`src/rtl/mux_scan_ctrl.sv`:
```
// mux_scan_ctrl: steps a 4:1 mux through i0..i3 and packs one sample per channel.
// Build option: define SCAN_PARITY_EN to add the registered 'parity' output.
module mux_scan_ctrl #(
    parameter int DWELL = 4,
    parameter int CNT_W = 8
) (
    input  logic       clk,
    input  logic       rst,
    input  logic       start,
    input  logic       continuous,
    input  logic       mux_out,
    output logic       s0,
    output logic       s1,
    output logic [3:0] data,
    output logic       valid,
    output logic       busy
`ifdef SCAN_PARITY_EN
    ,
    output logic       parity
`endif
);

    typedef enum logic [1:0] {
        IDLE,
        SETTLE,
        SAMPLE,
        DONE
    } state_t;

    if (DWELL < 2 || DWELL > 255) begin : g_bad_dwell
        $error("mux_scan_ctrl: DWELL must be in 2..255");
    end
    if ((DWELL - 1) >= (1 << CNT_W)) begin : g_bad_cnt_w
        $error("mux_scan_ctrl: CNT_W too narrow for DWELL-1");
    end

    state_t           state, state_n;
    logic [1:0]       ch, ch_n;
    logic [CNT_W-1:0] cnt, cnt_n;
    logic [2:0]       shadow, shadow_n;
    logic [3:0]       data_n;
    logic             valid_n;

    // Next-state and datapath decode for the scan sequence
    always_comb begin
        state_n  = state;
        ch_n     = ch;
        cnt_n    = cnt;
        shadow_n = shadow;
        data_n   = data;
        valid_n  = 1'b0;
        unique case (state)
            IDLE: begin
                if (start) begin
                    state_n = SETTLE;
                    ch_n    = 2'd0;
                    cnt_n   = '0;
                end
            end
            SETTLE: begin
                cnt_n = cnt + 1'b1;
                if (cnt == CNT_W'(DWELL - 2)) begin
                    state_n = SAMPLE;
                end
            end
            SAMPLE: begin
                if (ch == 2'd3) begin
                    state_n = DONE;
                    data_n  = {mux_out, shadow};
                    valid_n = 1'b1;
                end else begin
                    shadow_n[ch] = mux_out;
                    ch_n         = ch + 2'd1;
                    cnt_n        = '0;
                    state_n      = SETTLE;
                end
            end
            DONE: begin
                ch_n    = 2'd0;
                cnt_n   = '0;
                state_n = continuous ? SETTLE : IDLE;
            end
        endcase
    end

    // State and output registers; reset discards any partial scan
    always_ff @(posedge clk) begin
        if (rst) begin
            state  <= IDLE;
            ch     <= 2'd0;
            cnt    <= '0;
            shadow <= 3'b000;
            data   <= 4'b0000;
            valid  <= 1'b0;
            busy   <= 1'b0;
        end else begin
            state  <= state_n;
            ch     <= ch_n;
            cnt    <= cnt_n;
            shadow <= shadow_n;
            data   <= data_n;
            valid  <= valid_n;
            busy   <= (state_n != IDLE);
        end
    end

`ifdef SCAN_PARITY_EN
    // Parity of the word loaded into data, updated on the same edge
    always_ff @(posedge clk) begin
        if (rst) begin
            parity <= 1'b0;
        end else if (valid_n) begin
            parity <= ^data_n;
        end
    end
`endif

    assign s0 = ch[0];
    assign s1 = ch[1];

endmodule
```
`config.mk`:
```
export PLATFORM = sky130hd
export DESIGN_NAME = mux_scan_ctrl
export DESIGN_NICKNAME = d
export VERILOG_FILES = /design/src/rtl/mux_scan_ctrl.sv
export SDC_FILE = /design/constraint.sdc
export NUM_CORES = 1
export LEC_CHECK = 0
export ABC_AREA = 1
export ABC_CLOCK_PERIOD_IN_PS = 2600
export CAP_MARGIN = 5
export CORE_MARGIN = 10
export CORE_UTILIZATION = 56
export DETAILED_ROUTE_END_ITERATION = 8
export PLACE_DENSITY = 0.81
export SLEW_MARGIN = 20
export SYNTH_ARGS = -nofsm -noshare
export SYNTH_HDL_FRONTEND = slang
export SYNTH_SLANG_ARGS = --single-unit
export TNS_END_PERCENT = 50
```
`constraint.sdc`:
```
create_clock -name clk -period 2.6 [get_ports clk]
set_input_delay 0.52 -clock clk [delete_from_list [all_inputs] [get_ports clk]]
set_output_delay 0.52 -clock clk [all_outputs]
set_load 0.1 [all_outputs]
```
# After elaboration in Yosys (flattened, before gate mapping)
# Cells that the tools add are included.
word_totals:
  inputBits: 5
  out_inout_bits: 8
  ff_bits: 21
  elab_cells: 44
op_classes:
  order_cmp: 2
  mux: 15
  reduce_logical: 9
  n_eq_ne: 7
  n_bitwise: 2
  add_sub_neg: 2
ops:
  columns: ["operator", "n"]
  rows:
  - ["one-hot mux 8 bit (4 select lines)", 1]
  - ["2-to-1 mux 8 bit", 2]
  - ["2-to-1 mux 2 bit", 5]
  - ["adder 8 x 1 -> 8 bit, second input constant", 1]
  - ["equality test 8 x 2 -> 1 bit, second input constant", 1]
  - ["one-hot mux 2 bit (4 select lines)", 1]
  - ["equality test 2 bit, second input constant", 3]
  - ["one-hot mux 2 bit (3 select lines)", 1]
  - ["AND reduction 2 bit", 3]
  - ["!= test 2 bit, second input constant", 2]
  - ["bitwise mux 3 bit", 1]
  - ["less-than comparator 2 x 3 -> 1 bit, second input constant", 1]
  - ["2-to-1 mux 1 bit", 3]
  - ["AND reduction 3 bit", 1]
  - ["nonzero test 3 bit", 1]
  - ["adder 2 x 1 -> 2 bit, second input constant", 1]
  - ["demux 1 bit (select 2 bit)", 1]
  - ["equality test 2 x 1 -> 1 bit, second input constant", 1]
  - ["greater-or-equal comparator 2 x 1 -> 1 bit, second input constant", 1]
  - ["zero test 2 bit", 1]
  - ["inverter 1 bit", 2]
  - ["nonzero test 2 bit", 1]
  - ["OR reduction 2 bit", 1]
  - ["logical AND 1 bit", 1]

# Depth between registers and ports, before layout
# Gate-level depths: netlist of the first run.
logic_depth:
  ltp_word: 5
  mapped_depth: 8
  mapped_depth_nobuf: 8

# Least setup slack after synthesis of the first run
# OpenSTA, ideal clock, no wires.
synth_timing:
  path_kind: "register -> register"
  start: "register ch[0]"
  end: "register cnt[6]"
  path_stages_with_launch: 9
  period_less_slack_ns: 1.962
  n_path_buf: 1
  slack_ns: 0.638
  t_arrival_ns: 1.900
  required_ns: 2.538
  setup_ns: 0.062
  cell_sequence: "dfxtp_1 ha_1 nand3_2 buf_6 nand3_2 nand2_4 clkinv_4 nand2_1 nor2_2"
synth_between:
  elab_chain_len: 3
synth_lines:
  columns: ["item", "line_no", "source"]
  rows:
  - ["start: declaration", "38", "logic [1:0] ch, ch_n;"]
  - ["start signal: assignment", "98", "ch <= ch_n;"]
  - ["equality test 2 bit", "67", "if (ch == 2'd3) begin"]
  - ["!= test 2 bit (no line)", null, null]
  - ["AND reduction 2 bit (no line)", null, null]
  - ["end signal: assignment", "99", "cnt <= cnt_n;"]
  - ["end: declaration", "39", "logic [CNT_W-1:0] cnt, cnt_n;"]
# Every way passes these cells.
# A chain may end at the register's enable or synchronous reset.

# Final worst setup path of the first run
layout_timing:
  start: "register ch[0]"
  end: "output s0"
layout_rtl:
  columns: ["item", "line_no", "source"]
  rows:
  - ["end: declaration", "12", "output logic s0,"]
# No word-level cell between the ends.

==> results of run 1 <==
Yosys cell counts:
master / count
a21oi_1: 12
a31oi_1: 1
buf_4: 1
buf_6: 1
clkinv_4: 1
dfxtp_1: 21
ha_1: 6
inv_1: 18
inv_2: 2
nand2_1: 27
nand2_2: 1
nand2_4: 2
nand3_1: 8
nand3_2: 2
nand3b_1: 1
nand4_1: 1
nor2_1: 17
nor2_2: 4
nor3_1: 3
o21ai_0: 9
area by class of cell:
cell class,count,area [sq um]
Inverter,21,83.8
Fill cell,158,571
Sequential cell,21,420
Tap cell,25,31.3
Multi-Input combinational cell,94,494
Clock buffer,4,26.3
Timing Repair Buffer,12,100
metrics by stage:
stage | cells | hold WS (ns) | worst slack, ns
floorplan | 138 | 0.434 | 0.638
global placement | 173 | 0.438 | 0.822
detailed placement | 173 | 0.443 | 0.782
CTS | 177 | 0.460 | 1.01
global route | 177 | 0.489 | 0.921
finish | 177 | 0.454 | 1.01
power by group through the flow:
stage	combinational (mW)	clock (mW)	sequential, mW
2_1_floorplan	0.0511	0	0.362
3_3_place_gp	0.0901	0	0.343
3_5_place_dp	0.0914	0	0.343
4_1_cts	0.0918	0.158	0.336
5_1_grt	0.102	0.169	0.337
6_report	0.0914	0.151	0.336
cell families after synthesis:
group / synth area share [%]
and+or+nand+nor: 30.3
DFF: 41.3
AOI/OAI and AO/OA: 10.9
buffers and inverters: 10.1
adders and majority gates: 7.38
cells in the final DEF (no fill, tap or decap), drive strengths merged:
cell and instances:
nand2 30, dfxtp 21, nor2 21, inv 20, a21oi 12, nand3 10
o21ai 9, buf 8, ha 6, clkdlybuf4s50 4, clkbuf 4, nor3 3
nand4 1, a31oi 1, nand3b 1, clkinv 1
sequential cells by signal, indices dropped and copies added (netlist names):
| name | flops |
|---|---|
| cnt | 8 |
| data | 4 |
| shadow | 3 |
| ch | 2 |
| state | 2 |
| busy | 1 |
| valid | 1 |
how the worst max path moves through the flow:
stage,endpoint,slack (ns),cells after the start
after floorplan,cnt[6]$_SDFFE_PP0P_,0.64,8
after global placement,cnt[6]$_SDFFE_PP0P_,0.82,6
after detailed placement,cnt[6]$_SDFFE_PP0P_,0.78,6
after CTS,s0,1.01,1
after global routing,cnt[1]$_SDFFE_PP0P_,0.92,6
final,s0,1.01,1
metal layers:
layer	share of wire [%]	up-vias
met3	4.1	5
met4	1.3	0
met1	49	367
li1	-	463
met5	0	-
met2	45	14
==> results.cfg, run 1 <==
[status]
status = completed

[timing]
rsz0062_at_grt = false
worst_clock_skew_ns = 0.00128
worst_slew_pin_slew_ns = 0.331
finalHoldViolations = 0
setup-tns-final_ns = 0
layout_min_cycle_time_ns = 1.59
setup_viol = 0
timing.slew.headroom_pct = 77.9
slew_violations = 0
timing.final.crit_share_pct = 61.0
fmax_ghz = 0.630

[hold_path]
holdPathEnd = data[1]$_SDFFE_PP0P_
hold_path_startpoint = data[1]$_SDFFE_PP0P_
hold_path_class = flop to flop
hold_path_depth = 2

[clocking]
clkSlewWorstSetupHoldPaths_ns = 0.11
cts_tree = done
clock_path_buffers = 2
cts-root-buf = clkbuf_4
post_cts_buffers = 0
cts_hold_buf = 0
clk_latency_ns = 0.30
post_cts_resized = 0
htree_levels = 1
clkSinkCount = 21
numCtsBuffers = 3

[floorplanning]
num_rows = 15
start_util_pct = 58.9
die_y_microns = 62.6
ios = 13
fp.dieArea_sq_mm = 0.00392
die_w_microns = 62.6
core_sq_mm = 0.00173

[synthesis]
ys_ff_latch = 21
synthCells = 138
yosys_warnings = 0
yosysTopAreaCell = dfxtp_1
yosys-top-cells-area = dfxtp_1 41%, nand2_1 10%, ha_1 7.4%
synth_area_sq_mm = 0.00102
synth_top_area_share_pct = 41.3
yosysUniqueCellTypes = 20
ys_seq_area_share_pct = 41.3
syn_area_per_cell_sq_um = 7.37
syn_nets = 149

[power]
finalPower_uw = 579
p_sw_uw = 162
pwr-share-clk_pct = 26.2
combPwrFrac_pct = 15.8
vdd_ir_drop_max_uv = 359
p_int_uw = 417
pwr-share-seq_pct = 58.0
p_leak_nw = 0.478
switching_share_pct = 28.0
power_density_mw_per_mm2 = 500

[global_route]
grt_pass1_wl_microns = 3510
grt_use_total_pct = 10.2
grt_start_max_net_pins = 12
grt_pass1_vias = 833
grtUsageMet1_pct = 12.7
gr-usage-met2_pct = 16.7
use_met3_pct = 2.51
grt.overflow.total = 0
grt_busiest_layer = met2
antenna_found_initial = 0

[final_layout]
fin_nets = 164
fin_util_pct = 67.0
areaGrowthSynthToFinish_pct = 13.7
final_area_sq_mm = 0.00116
drive_above_1_share_pct = 15.1
num_antenna_cells = 0

[routing]
wl_microns = 1870
drtPass1Iterations = 4
viasPerCell = 4.80
drtAntennaViolNets = 0
drc_errors = 0
drt_iter0_drc = 23
routedWlPerCell_microns = 10.6
vias = 849

[critical_path]
cp_max_fo = 6
path_buf_inv = 1
cp_slowest_cell = dfxtp_1
worst_r2r_endpoint = cnt[1]$_SDFFE_PP0P_
max_stage_delay_ns = 0.44
crit_required_ns = 2.08
crit_family = flip-flops
cp-end-kind = output port
crit_arrival_ns = 1.07
critical_path_class = flop to output port
worst_setup_path_start_kind = flop
crit_chain = buf_4
critPathLaunch = ch[0]$_SDFFE_PP0P_
r2r-start = ch[0]$_SDFFE_PP0P_
rr_worst_depth = 6
ff2ff_setup_slack_ns = 1.14

[job]
drv_cap = 0

[placement]
placed_cell_area_sq_mm = 0.00113
gp_congestion = 0.836
port_buffers = 12
dp_hpwl_microns = 1480
Power figures use the tool's default switching activity.
==> inputs of run 2 (changes only) <==
--- a/config.mk
+++ b/config.mk
@@ -6,12 +6,12 @@
 export NUM_CORES = 1
 export LEC_CHECK = 0
 export ABC_AREA = 1
-export ABC_CLOCK_PERIOD_IN_PS = 2600
+export ABC_CLOCK_PERIOD_IN_PS = 1600
 export CAP_MARGIN = 5
 export CORE_MARGIN = 10
-export CORE_UTILIZATION = 56
+export CORE_UTILIZATION = 53
 export DETAILED_ROUTE_END_ITERATION = 8
-export PLACE_DENSITY = 0.81
+export PLACE_DENSITY = 0.77
 export SLEW_MARGIN = 20
 export SYNTH_ARGS = -nofsm -noshare
 export SYNTH_HDL_FRONTEND = slang
==> constraint.sdc (replaced) <==
create_clock -name clk -period 1.6 [get_ports clk]
set_input_delay 0.32 -clock clk [delete_from_list [all_inputs] [get_ports clk]]
set_output_delay 0.32 -clock clk [all_outputs]
set_load 0.1 [all_outputs]
==> run 2 against run 1 <==
Against the previous run:
- clock skew rose by 0.0021 ns
- worst setup slack got worse by 0.71 ns
- worst hold slack improved by 0.012 ns
- first-iteration DRC count rose by 13%
- register-to-register slack got worse by 0.84 ns
- non-clock buffer count rose by 4
- count of clock-buffer cells in the layout did not move
==> results.cfg, run 2 (same netlist as run 1, synthesis figures left out) <==
[timing]
setup-tns-final_ns = 0
finalHoldViolations = 0
slew_violations = 0
timing.slew.headroom_pct = 80.5
rsz0062_at_grt = false
layout_min_cycle_time_ns = 1.30
fin_hold_ws_ns = 0.466
timing.final.crit_share_pct = 81.2
worst_clock_skew_ns = 0.00338
fmax_ghz = 0.770
worst_slew_pin_slew_ns = 0.292
setup_viol = 0

[critical_path]
critical_path_class = flop to flop
crit_arrival_ns = 1.51
cp_max_fo = 9
crit_required_ns = 1.81
worst_setup_path_start_kind = flop
cp-end-kind = flop

[floorplanning]
core_sq_mm = 0.00176
fp.dieArea_sq_mm = 0.00407
start_util_pct = 57.7
num_rows = 15
die_y_microns = 63.8
die_w_microns = 63.8
ios = 13

[final_layout]
instances_no_fill = 181
layout_commonest_cell = nand2_1
reg.largest.list = cnt: 8 flops, data: 4 flops, shadow: 3 flops
fin_util_pct = 73.0
top_register = cnt
fill_cells = 149
fin_nets = 168
largest_reg_flops = 8
num_antenna_cells = 0
drive_above_1_share_pct = 18.6
mostFrequentLayoutCells = 27 x nand2_1, 19 x dfxtp_1, 18 x inv_1, 17 x nor2_1, 12 x a21oi_1
areaGrowthSynthToFinish_pct = 26.7

[clocking]
htree_levels = 1
post_cts_resized = 0
clock_path_buffers = 2
numCtsBuffers = 3
cts_tree = done
post_cts_buffers = 0
clkSlewWorstSetupHoldPaths_ns = 0.12
cts-root-buf = clkbuf_4
clk_latency_ns = 0.30
clkSinkCount = 21
cts_hold_buf = 0

[global_route]
grt_pass1_wl_microns = 3440
grt.overflow.total = 0
antenna_found_initial = 0
grt_start_max_net_pins = 12
grt_pass1_vias = 808
grt_use_total_pct = 10.0

[routing]
viasPerCell = 4.90
drc_errors = 0
drtPass1Iterations = 5
wl_met1_microns = 912
routed-wl-met3_microns = 92
drt_iter0_drc = 26
routedWlPerCell_microns = 11.1
wl_microns = 2010
vias = 887
route.met2.wl_microns = 984
top_layer = met4
drtAntennaViolNets = 0

[placement]
gp_congestion = 0.832
port_buffers = 12
dp_hpwl_microns = 1570
numPlacedInstances = 177

[job]
drv_cap = 0

[status]
status = completed

[power]
vdd_ir_drop_max_uv = 600
p_leak_nw = 0.521
power_density_mw_per_mm2 = 751

[hold_path]
hold_path_class = flop to flop
-- run 2: area by class of cell --
| type | instances | area, sq um | share of cell area (%) |
|---|---|---|---|
| tap | 25 | 31.3 | 2.43 |
| inverter | 21 | 83.8 | 6.50 |
| timing repair buffer | 16 | 230 | 17.9 |
| multi-input combinational | 94 | 494 | 38.3 |
| clock buffer | 4 | 26.3 | 2.04 |
| sequential | 21 | 423 | 32.8 |
-- run 2: critical path, cell delays in order, from the launching register on --
cell	delay, ns
dfxtp_2	0.40
ha_1	0.23
nand3_2	0.14
nand2_4	0.15
inv_2	0.08
o21ai_0	0.16
nor2_1	0.05
-- run 2: through the flow --
stage               power [mW]  setup WS, ns  cell area, sq um
finish                   0.967         0.301              1290
global route              1.01         0.154              1290
CTS                      0.970         0.293              1290
detailed placement       0.724        0.0860              1260
global placement         0.721         0.137              1260
floorplan                0.671       0.00541              1020
-- run 2: routing by layer --
metal / global-route usage [%] / vias up
met5: 0 / -
met1: 11.9 / 391
met4: 3.28 / 0
met3: 2.26 / 4
met2: 17.3 / 20
li1: - / 472
-- run 2: path summary, 6_finish.rpt --
check	cells after the start	end	startpoint	slack, ns
worst min-delay path	2	shadow[1]$_SDFFE_PP0P_	shadow[1]$_SDFFE_PP0P_	0.47
worst min register to register	2	shadow[1]$_SDFFE_PP0P_	shadow[1]$_SDFFE_PP0P_	0.47
worst max-delay path	6	cnt[1]$_SDFFE_PP0P_	ch[1]$_SDFFE_PP0P_	0.30
worst max register to register	6	cnt[1]$_SDFFE_PP0P_	ch[1]$_SDFFE_PP0P_	0.30
-- run 2: where the power goes --
| part | switching (mW) | total [mW] | leakage [nW] | internal (mW) |
|---|---|---|---|---|
| sequential | 0.0105 | 0.548 | 0.171 | 0.537 |
| combinational | 0.107 | 0.165 | 0.335 | 0.0574 |
| clock | 0.158 | 0.255 | 0.0150 | 0.0971 |
